`src/rtl/riscv_pkg.sv`:
```
`default_nettype none
// ============================================================================
// Module   : riscv_pkg
// Purpose  : Shared constants and types for the pipelined RISC-V core.
// Revision : 1.0 - initial release
// ============================================================================
package riscv_pkg;

    // Integer datapath width and register-file address width.
    localparam int XLEN   = 32;
    localparam int REG_AW = 5;

    // Architectural index of the stack pointer (x2).
    localparam int REG_SP = 2;

    // Register-file sequencing: clearing the array, then normal operation.
    typedef enum logic [0:0] {
        RF_INIT = 1'b0,
        RF_RUN  = 1'b1
    } rf_state_t;

endpackage : riscv_pkg
`default_nettype wire

```
`src/rtl/regfile_init_seq.sv`:
```
`default_nettype none
// ============================================================================
// Module   : regfile_init_seq
// Purpose  : Post-reset init engine. Walks x1..x(NREGS-1) once, one register
//            per cycle, loading SP_RESET into x2 and zero elsewhere, then
//            declares the register file ready.
// Revision : 1.0 - initial release
// ============================================================================
module regfile_init_seq
    import riscv_pkg::*;
#(
    parameter int              XLEN     = riscv_pkg::XLEN,
    parameter int              NREGS    = 32,
    parameter int              AW       = riscv_pkg::REG_AW,
    parameter logic [XLEN-1:0] SP_RESET = '0
) (
    input  logic            clk,
    input  logic            rst,
    output logic            init_we_o,
    output logic [AW-1:0]   init_addr_o,
    output logic [XLEN-1:0] init_data_o,
    output logic            ready_o
);

    localparam logic [AW-1:0] C_LAST_IDX = AW'(NREGS - 1);
    localparam logic [AW-1:0] C_SP_IDX   = AW'(REG_SP);

    rf_state_t     state_q, state_d;
    logic [AW-1:0] idx_q, idx_d;

    // State and index registers; reset restarts the walk at x1.
    always_ff @(posedge clk) begin
        if (rst) begin
            state_q <= RF_INIT;
            idx_q   <= AW'(1);
        end else begin
            state_q <= state_d;
            idx_q   <= idx_d;
        end
    end

    // Advance the index while initialising; leave INIT after the last register.
    always_comb begin
        state_d = state_q;
        idx_d   = idx_q;
        if (state_q == RF_INIT) begin
            idx_d = idx_q + AW'(1);
            if (idx_q == C_LAST_IDX) begin
                state_d = RF_RUN;
            end
        end
    end

    // Init write port and Ready, decoded purely from registered state
    // (the write is suppressed on a reset edge so rst never touches the array).
    always_comb begin
        init_we_o   = (state_q == RF_INIT) && !rst;
        init_addr_o = idx_q;
        init_data_o = (idx_q == C_SP_IDX) ? SP_RESET : '0;
        ready_o     = (state_q == RF_RUN);
    end

endmodule : regfile_init_seq
`default_nettype wire

```
`src/rtl/regfile_wb_port.sv`:
```
`default_nettype none
// ============================================================================
// Module   : regfile_wb_port
// Purpose  : Integer register file fed by the Writeback result bus. One
//            write port shared between the init engine and Writeback, two
//            combinational read ports with same-cycle write bypass.
// Revision : 1.0 - initial release
// ============================================================================
module regfile_wb_port
    import riscv_pkg::*;
#(
    parameter int              XLEN     = riscv_pkg::XLEN,
    parameter int              NREGS    = 32,
    parameter int              AW       = riscv_pkg::REG_AW,
    parameter logic [XLEN-1:0] SP_RESET = 32'h0000_0000
) (
    input  logic            clk,
    input  logic            rst,
    input  logic            RegWriteW,
    input  logic [AW-1:0]   RDW,
    input  logic [XLEN-1:0] ResultW,
    input  logic [AW-1:0]   A1,
    input  logic [AW-1:0]   A2,
    output logic [XLEN-1:0] RD1,
    output logic [XLEN-1:0] RD2,
    output logic            Ready,
    output logic            WrDropped
);

    // x0 has no storage; entries 1..NREGS-1 are flops so reads have no latency.
    logic [XLEN-1:0] regs_q [1:NREGS-1];
    logic            wr_dropped_q;

    logic            w_init_we;
    logic [AW-1:0]   w_init_addr;
    logic [XLEN-1:0] w_init_data;
    logic            w_ready;
    logic            w_wb_req;
    logic            w_we;
    logic [AW-1:0]   w_waddr;
    logic [XLEN-1:0] w_wdata;

    regfile_init_seq #(
        .XLEN     (XLEN),
        .NREGS    (NREGS),
        .AW       (AW),
        .SP_RESET (SP_RESET)
    ) u_init_seq (
        .clk         (clk),
        .rst         (rst),
        .init_we_o   (w_init_we),
        .init_addr_o (w_init_addr),
        .init_data_o (w_init_data),
        .ready_o     (w_ready)
    );

    // Writeback request that targets a real register (x0 writes are no-ops).
    assign w_wb_req = RegWriteW && (RDW != '0);

    // Single array write port: init engine owns it until Ready, then Writeback.
    always_comb begin
        w_we    = 1'b0;
        w_waddr = w_init_addr;
        w_wdata = w_init_data;
        if (w_ready) begin
            w_we    = w_wb_req && !rst;
            w_waddr = RDW;
            w_wdata = ResultW;
        end else begin
            w_we    = w_init_we;
        end
    end

    // Register array; addresses >= NREGS match no entry and are not written.
    for (genvar gi = 1; gi < NREGS; gi++) begin : g_reg
        always_ff @(posedge clk) begin
            if (w_we && (w_waddr == AW'(gi))) begin
                regs_q[gi] <= w_wdata;
            end
        end
    end

    // Sticky flag for Writeback writes lost while the array is initialising.
    always_ff @(posedge clk) begin
        if (rst) begin
            wr_dropped_q <= 1'b0;
        end else if (!w_ready && w_wb_req) begin
            wr_dropped_q <= 1'b1;
        end
    end

    // One read port: zero for x0 / not ready, bypass a same-cycle write,
    // otherwise the stored value (out-of-range addresses fall through to 0).
    function automatic logic [XLEN-1:0] f_read(input logic [AW-1:0] addr);
        logic [XLEN-1:0] v;
        v = '0;
        if (w_ready && (addr != '0)) begin
            if (RegWriteW && (RDW == addr)) begin
                v = ResultW;
            end else begin
                for (int i = 1; i < NREGS; i++) begin
                    if (addr == AW'(i)) begin
                        v = regs_q[i];
                    end
                end
            end
        end
        return v;
    endfunction

    // Combinational read ports toward Decode.
    always_comb begin
        RD1 = f_read(A1);
        RD2 = f_read(A2);
    end

    assign Ready     = w_ready;
    assign WrDropped = wr_dropped_q;

endmodule : regfile_wb_port
`default_nettype wire

```
`config.mk`:
```
export PLATFORM = sky130hd
export DESIGN_NAME = regfile_wb_port
export DESIGN_NICKNAME = d
export VERILOG_FILES = /design/src/rtl/riscv_pkg.sv /design/src/rtl/regfile_init_seq.sv /design/src/rtl/regfile_wb_port.sv
export SDC_FILE = /design/constraint.sdc
export NUM_CORES = 2
export LEC_CHECK = 0
export CORE_MARGIN = 2
export CORE_UTILIZATION = 27
export DETAILED_ROUTE_END_ITERATION = 10
export PLACE_DENSITY = 0.45
export SETUP_SLACK_MARGIN = 0.05
export SLEW_MARGIN = 20
export SYNTH_ARGS = -nofsm -noshare
export SYNTH_HDL_FRONTEND = slang
export SYNTH_SLANG_ARGS = --single-unit
```
`constraint.sdc`:
```
create_clock -name clk -period 4.1 [get_ports clk]
set_clock_uncertainty 0.15 [all_clocks]
set_input_delay 0.615 -clock clk [delete_from_list [all_inputs] [get_ports clk]]
set_output_delay 0.615 -clock clk [all_outputs]
set_load 0.03 [all_outputs]
```
Word-level counts from Yosys, hierarchy flattened
Memory sizes are Yosys's and may differ from the RTL's.
Cells that the tools add are included.
- bits in registers: 7
- memory bits (writable): 992
- bits of input ports: 50
- output and inout bits: 66
- memories: 1
- $add $sub $neg: 1
- equality and inequality tests: 96
- multiplexer cells: 223
- bitwise logic cells: 1
- reduce and logical (&&, ||, !) cells: 74
- memory list (memory ; depth ; width ; read ports ; clocked after Yosys merged registers in ; write ports ; line ; text):
    regs_q ; 31 ; 32 ; 31 ; 0 ; 1 ; regfile_wb_port.sv:31 ; logic [XLEN-1:0] regs_q [1:NREGS-1];
- operators by type and width (operator ; count):
    32-bit 2-to-1 mux ; 97
    32-bit OR reduction ; 30
    5-bit == test, second input constant ; 49
    5-bit 2-to-1 mux ; 31
    5-bit by 4-bit == test with 1-bit output, second input constant ; 24
    1-bit 2-to-1 mux ; 95
    5-bit by 3-bit == test with 1-bit output, second input constant ; 12
    1-bit logical AND ; 39
    5-bit by 2-bit == test with 1-bit output, second input constant ; 6
    5-bit by 1-bit == test with 1-bit output, second input constant ; 3
    5-bit nonzero test ; 3
    5-bit == test ; 2
    5-bit by 1-bit adder with 5-bit output, second input constant ; 1
    1-bit logical NOT ; 2
    1-bit NOT ; 1

Logic depth before layout (Yosys ltp)
- word-level depth: 38
- depth in mapped cells: 12
- mapped depth without buffers: 7

Cells and area by module
From an unflattened synthesis, not the netlist that was laid out.
- cells, all modules: 3882
- area total of the unflattened synthesis: 48066.1 um2
- modules (own cells, without submodules) (module ; instances ; cells an instance ; area an instance (um2) ; seq. area each (um2)):
    regfile_wb_port ; 1 ; 3824 ; 47548.1 ; 29808.6
    regfile_init_seq ; 1 ; 58 ; 518.0 ; 120.1

Worst setup path after synthesis
No wires, ideal clock.
- path kind: input-to-output
- start point: in A1[2]
- end point: out RD1[17]
- arrival time: 3.455 ns
- required time: 3.335 ns
- slack: -0.120 ns
- cell stages on the path: 8
- cell sequence: buf_2 -> buf_4 -> xor2_1 -> nor4_1 -> nand3_2 -> nand2_1 -> a2111oi_0 -> a2111oi_0
- cells in the longest elaborated chain, start to end: 34
- elaborated cells on any way between the ends: 68
- ends and longest elaborated chain (element ; line ; text):
    start, declared ; regfile_wb_port.sv:22 ; input logic [AW-1:0] A1,
    5-bit by 1-bit == test with 1-bit output ; regfile_wb_port.sv:102 ; if (addr == AW'(i)) begin
    32-bit 2-to-1 mux (31 in series) ; regfile_wb_port.sv:102 ;
    32-bit 2-to-1 mux ; regfile_wb_port.sv:98 ; if (RegWriteW && (RDW == addr)) begin
    32-bit 2-to-1 mux (*) ; regfile_wb_port.sv:97 ; if (w_ready && (addr != '0)) begin
    end, declared ; regfile_wb_port.sv:24 ; output logic [XLEN-1:0] RD1,
Every way passes the cells marked *; elsewhere a longest branch is shown, timed or not.

Worst setup path after layout
- start point: in A1[0]
- end point: out RD1[7]
Same word-level chain as after synthesis.

==> flow_metrics.py <==
metrics = {
    "synth": {
        "netlist_area_sq_um": 47200,
        "synth_largest_area_cell": "edfxtp_1",
        "ys_seq_area_share_pct": 63.4,
        "ys_warn_count": 0,
        "ys.flop_type": "edfxtp_1",
        "syn-num-nets": 3813,
        "yosysTopAreaCellShare_pct": 63.1,
        "synth-edff-count": 992,
        "ys_top_cells_by_count": "edfxtp_1, a22oi_1, nand2_1",
        "synthArstFlopShare_pct": 0,
        "syn_area_per_cell_sq_um": 12.5,
        "yosysMostFrequentCell": "edfxtp_1",
        "syn_inst": 3761,
        "synth-seq-cells": 999,
        "ys_types": 94,
        "synth_area_leaders": "edfxtp_1, a22oi_1, a21oi_1",
    },
    "run_status": {
        "status": "finished with violations",
        "failed_checks": "setup timing",
    },
    "pwr": {
        "leakage_nw": 21.6,
        "peakVddDrop_mv": 0.413,
        "power.total_mw": 24.7,
        "p_per_area_nw_per_um2": 382,
    },
    "sta": {
        "period_minus_slack_ns": 4.14,
        "slew_headroom_pct": 25.7,
        "setup_viol": 2,
        "finalCritPeriodShare_pct": 101,
        "max_freq_mhz": 242,
        "finalWorstSetupSlack_ns": -0.0400,
        "hold_viol": 0,
        "finalMaxSlewViolations": 0,
        "rsz0062_at_grt": "yes",
        "setup_tns_ns": -0.0437,
        "fin_hold_ws_ns": 0.339,
        "worst_pin_slew_ns": 1.11,
    },
    "floorplan": {
        "die_x_um": 422,
        "initial_core_util_pct": 27.1,
        "io_pins": 116,
        "rows": 153,
        "core_sq_um": 174000,
        "die_area_sq_um": 178000,
        "die_h_um": 422,
    },
    "place": {
        "hpwl_um": 238000,
        "portBuffers": 115,
        "dp.cells": 6794,
        "placed_area_sq_um": 59600,
        "gp_congestion": 1.07,
        "dpl_worst_slack_ns": -0.568,
    },
    "layout": {
        "final_cell_area_sq_um": 64500,
        "nets": 4666,
        "final_core_util_pct": 37.1,
        "area_growth_pct": 36.8,
        "final_layout_size_suffix_gt1_share_pct": 30.5,
        "fin_cells": 7050,
    },
    "worst_hold_path": {
        "hp-class": "flop to flop",
        "hold_start": "WrDropped",
    },
    "critical_path": {
        "cpMostUsedCell": "buf_4",
        "critPathSlowestCell": "buf_4",
        "r2r_start": "u_init_seq.ready_o",
        "start_kind": "primary input",
        "cp.arrival_ns": 3.38,
        "cp-end-kind": "primary output",
        "worstPathCellList": "buf_6, buf_4, and2_1, buf_4, nand2_1, buf_4, o221ai_1, o221ai_1, buf_4, a21o_1, buf_4",
        "critPathRequiredTime_ns": 3.34,
        "reg2reg_slack_ns": 1.07,
        "worstSetupStartpoint": "A1[0]",
        "crit_type": "primary input to primary output",
        "worstPathMaxFanout": 30,
        "crit_path_max_incr_delay_ns": 0.42,
    },
    "global_route": {
        "overflow": 0,
        "grt_max_degree": 41,
        "antenna_found_initial": 27,
        "grt_pass1_wl_um": 425000,
        "grt.total_usage_pct": 35.8,
        "first_global_vias": 42500,
    },
    "clock_tree": {
        "htreeDepth": 3,
        "cts_tree": "yes",
        "cts.path.max_buffers": 3,
        "clkTransAtPathRegs_ns": 0.06,
        "cts_buffers": 111,
        "clk_latency_ns": 0.78,
        "clock_sinks": 999,
        "hold_buffers": 0,
        "cts_root_buffer": "clkbuf_16",
    },
    "routing": {
        "firstDrtPassIters": 7,
        "drcViolationCount": 0,
        "final_antenna_net_count": 0,
        "wl_per_cell_um": 46.9,
        "post_drt_via_cell_ratio": 6.51,
        "wl_um": 331000,
        "vias": 45900,
        "drt_iter0_drc": 9153,
    },
    "job": {
        "cap_violations": 0,
    },
}
cells by family after synthesis:
| group | after synthesis | share of synthesized area [%] |
|---|---|---|
| XOR/XNOR | 12 | 0.223 |
| AO/OA/AOI/OAI | 1430 | 21.6 |
| multiplexers | 72 | 1.62 |
| flip-flops | 999 | 63.4 |
| adder cells (fa/ha/maj) | 2 | 0.0530 |
| AND/OR/NAND/NOR | 936 | 9.85 |
| buffers and inverters | 310 | 3.22 |
layer usage:
layer / GRT usage, % / vias to the layer above / wire (um) / share of wire (%)
met4: 24.8 / 14 / 27700 / 8.4
met1: 46.0 / 23300 / 125000 / 38
met3: 11.2 / 1121 / 42300 / 13
met2: 51.1 / 4312 / 136000 / 41
li1: - / 17100 / - / -
met5: 0 / - / 101 / 0.031
layout make-up:
class | instances | area (sq um)
multi-input combinational | 2452 | 16900
antenna | 16 | 40.0
fill | 17000 | 109000
tap | 2325 | 2910
clock inverter | 83 | 943
inverter | 16 | 60.1
sequential | 999 | 29900
clock buffer | 125 | 2880
timing repair buffer | 1034 | 10900
state kept, by name, summed over array words and instances, names as in the netlist:
name                    cells
regs_q                    992
u_init_seq.init_addr_o      5
WrDropped                   1
u_init_seq.ready_o          1
power breakdown:
part | internal, mW | switching [mW]
clock network | 6.15 | 4.67
registers | 11.2 | 0.0614
logic | 0.918 | 1.72
total | 18.2 | 6.45
timing repair:
item	CTS	global route
resized for setup	83	67
pin swaps	15	18
endpoints found under the setup margin	63	49
buffers inserted	23	10
placed cells by master, fill, tap and decap left out, types with 18 or more instances in the layout:
master,count
a211oi_1,25
a21oi_1,239
a221oi_1,117
a222oi_1,26
a22o_1,77
a22oi_1,383
a31oi_1,29
a32oi_1,21
and2_1,33
and3_1,32
buf_12,234
buf_4,735
buf_6,21
clkbuf_16,113
clkdlybuf4s50_1,40
clkinv_2,25
edfxtp_1,992
mux2_2,23
mux2i_1,48
nand2_1,244
nand2b_1,33
nand3_1,86
nand4_1,63
nor2_1,174
nor2_2,18
nor2_4,74
nor3_1,50
o211ai_1,43
o21ai_0,183
o221ai_1,32
o22ai_1,54
critical path, delay by kind of cell:
family | cells | cell delay [ns]
buf+inv | 6 | 1.47
compound gates | 3 | 0.74
simple gates | 2 | 0.50
path summary, 6_finish.rpt:
check                   end  cells after the start
min reg2reg       WrDropped                      2
max reg2reg  regs_q[0][824]                      5
max                  RD1[7]                     11
min               WrDropped                      2
No activity file was read; power rests on OpenSTA's default activity.
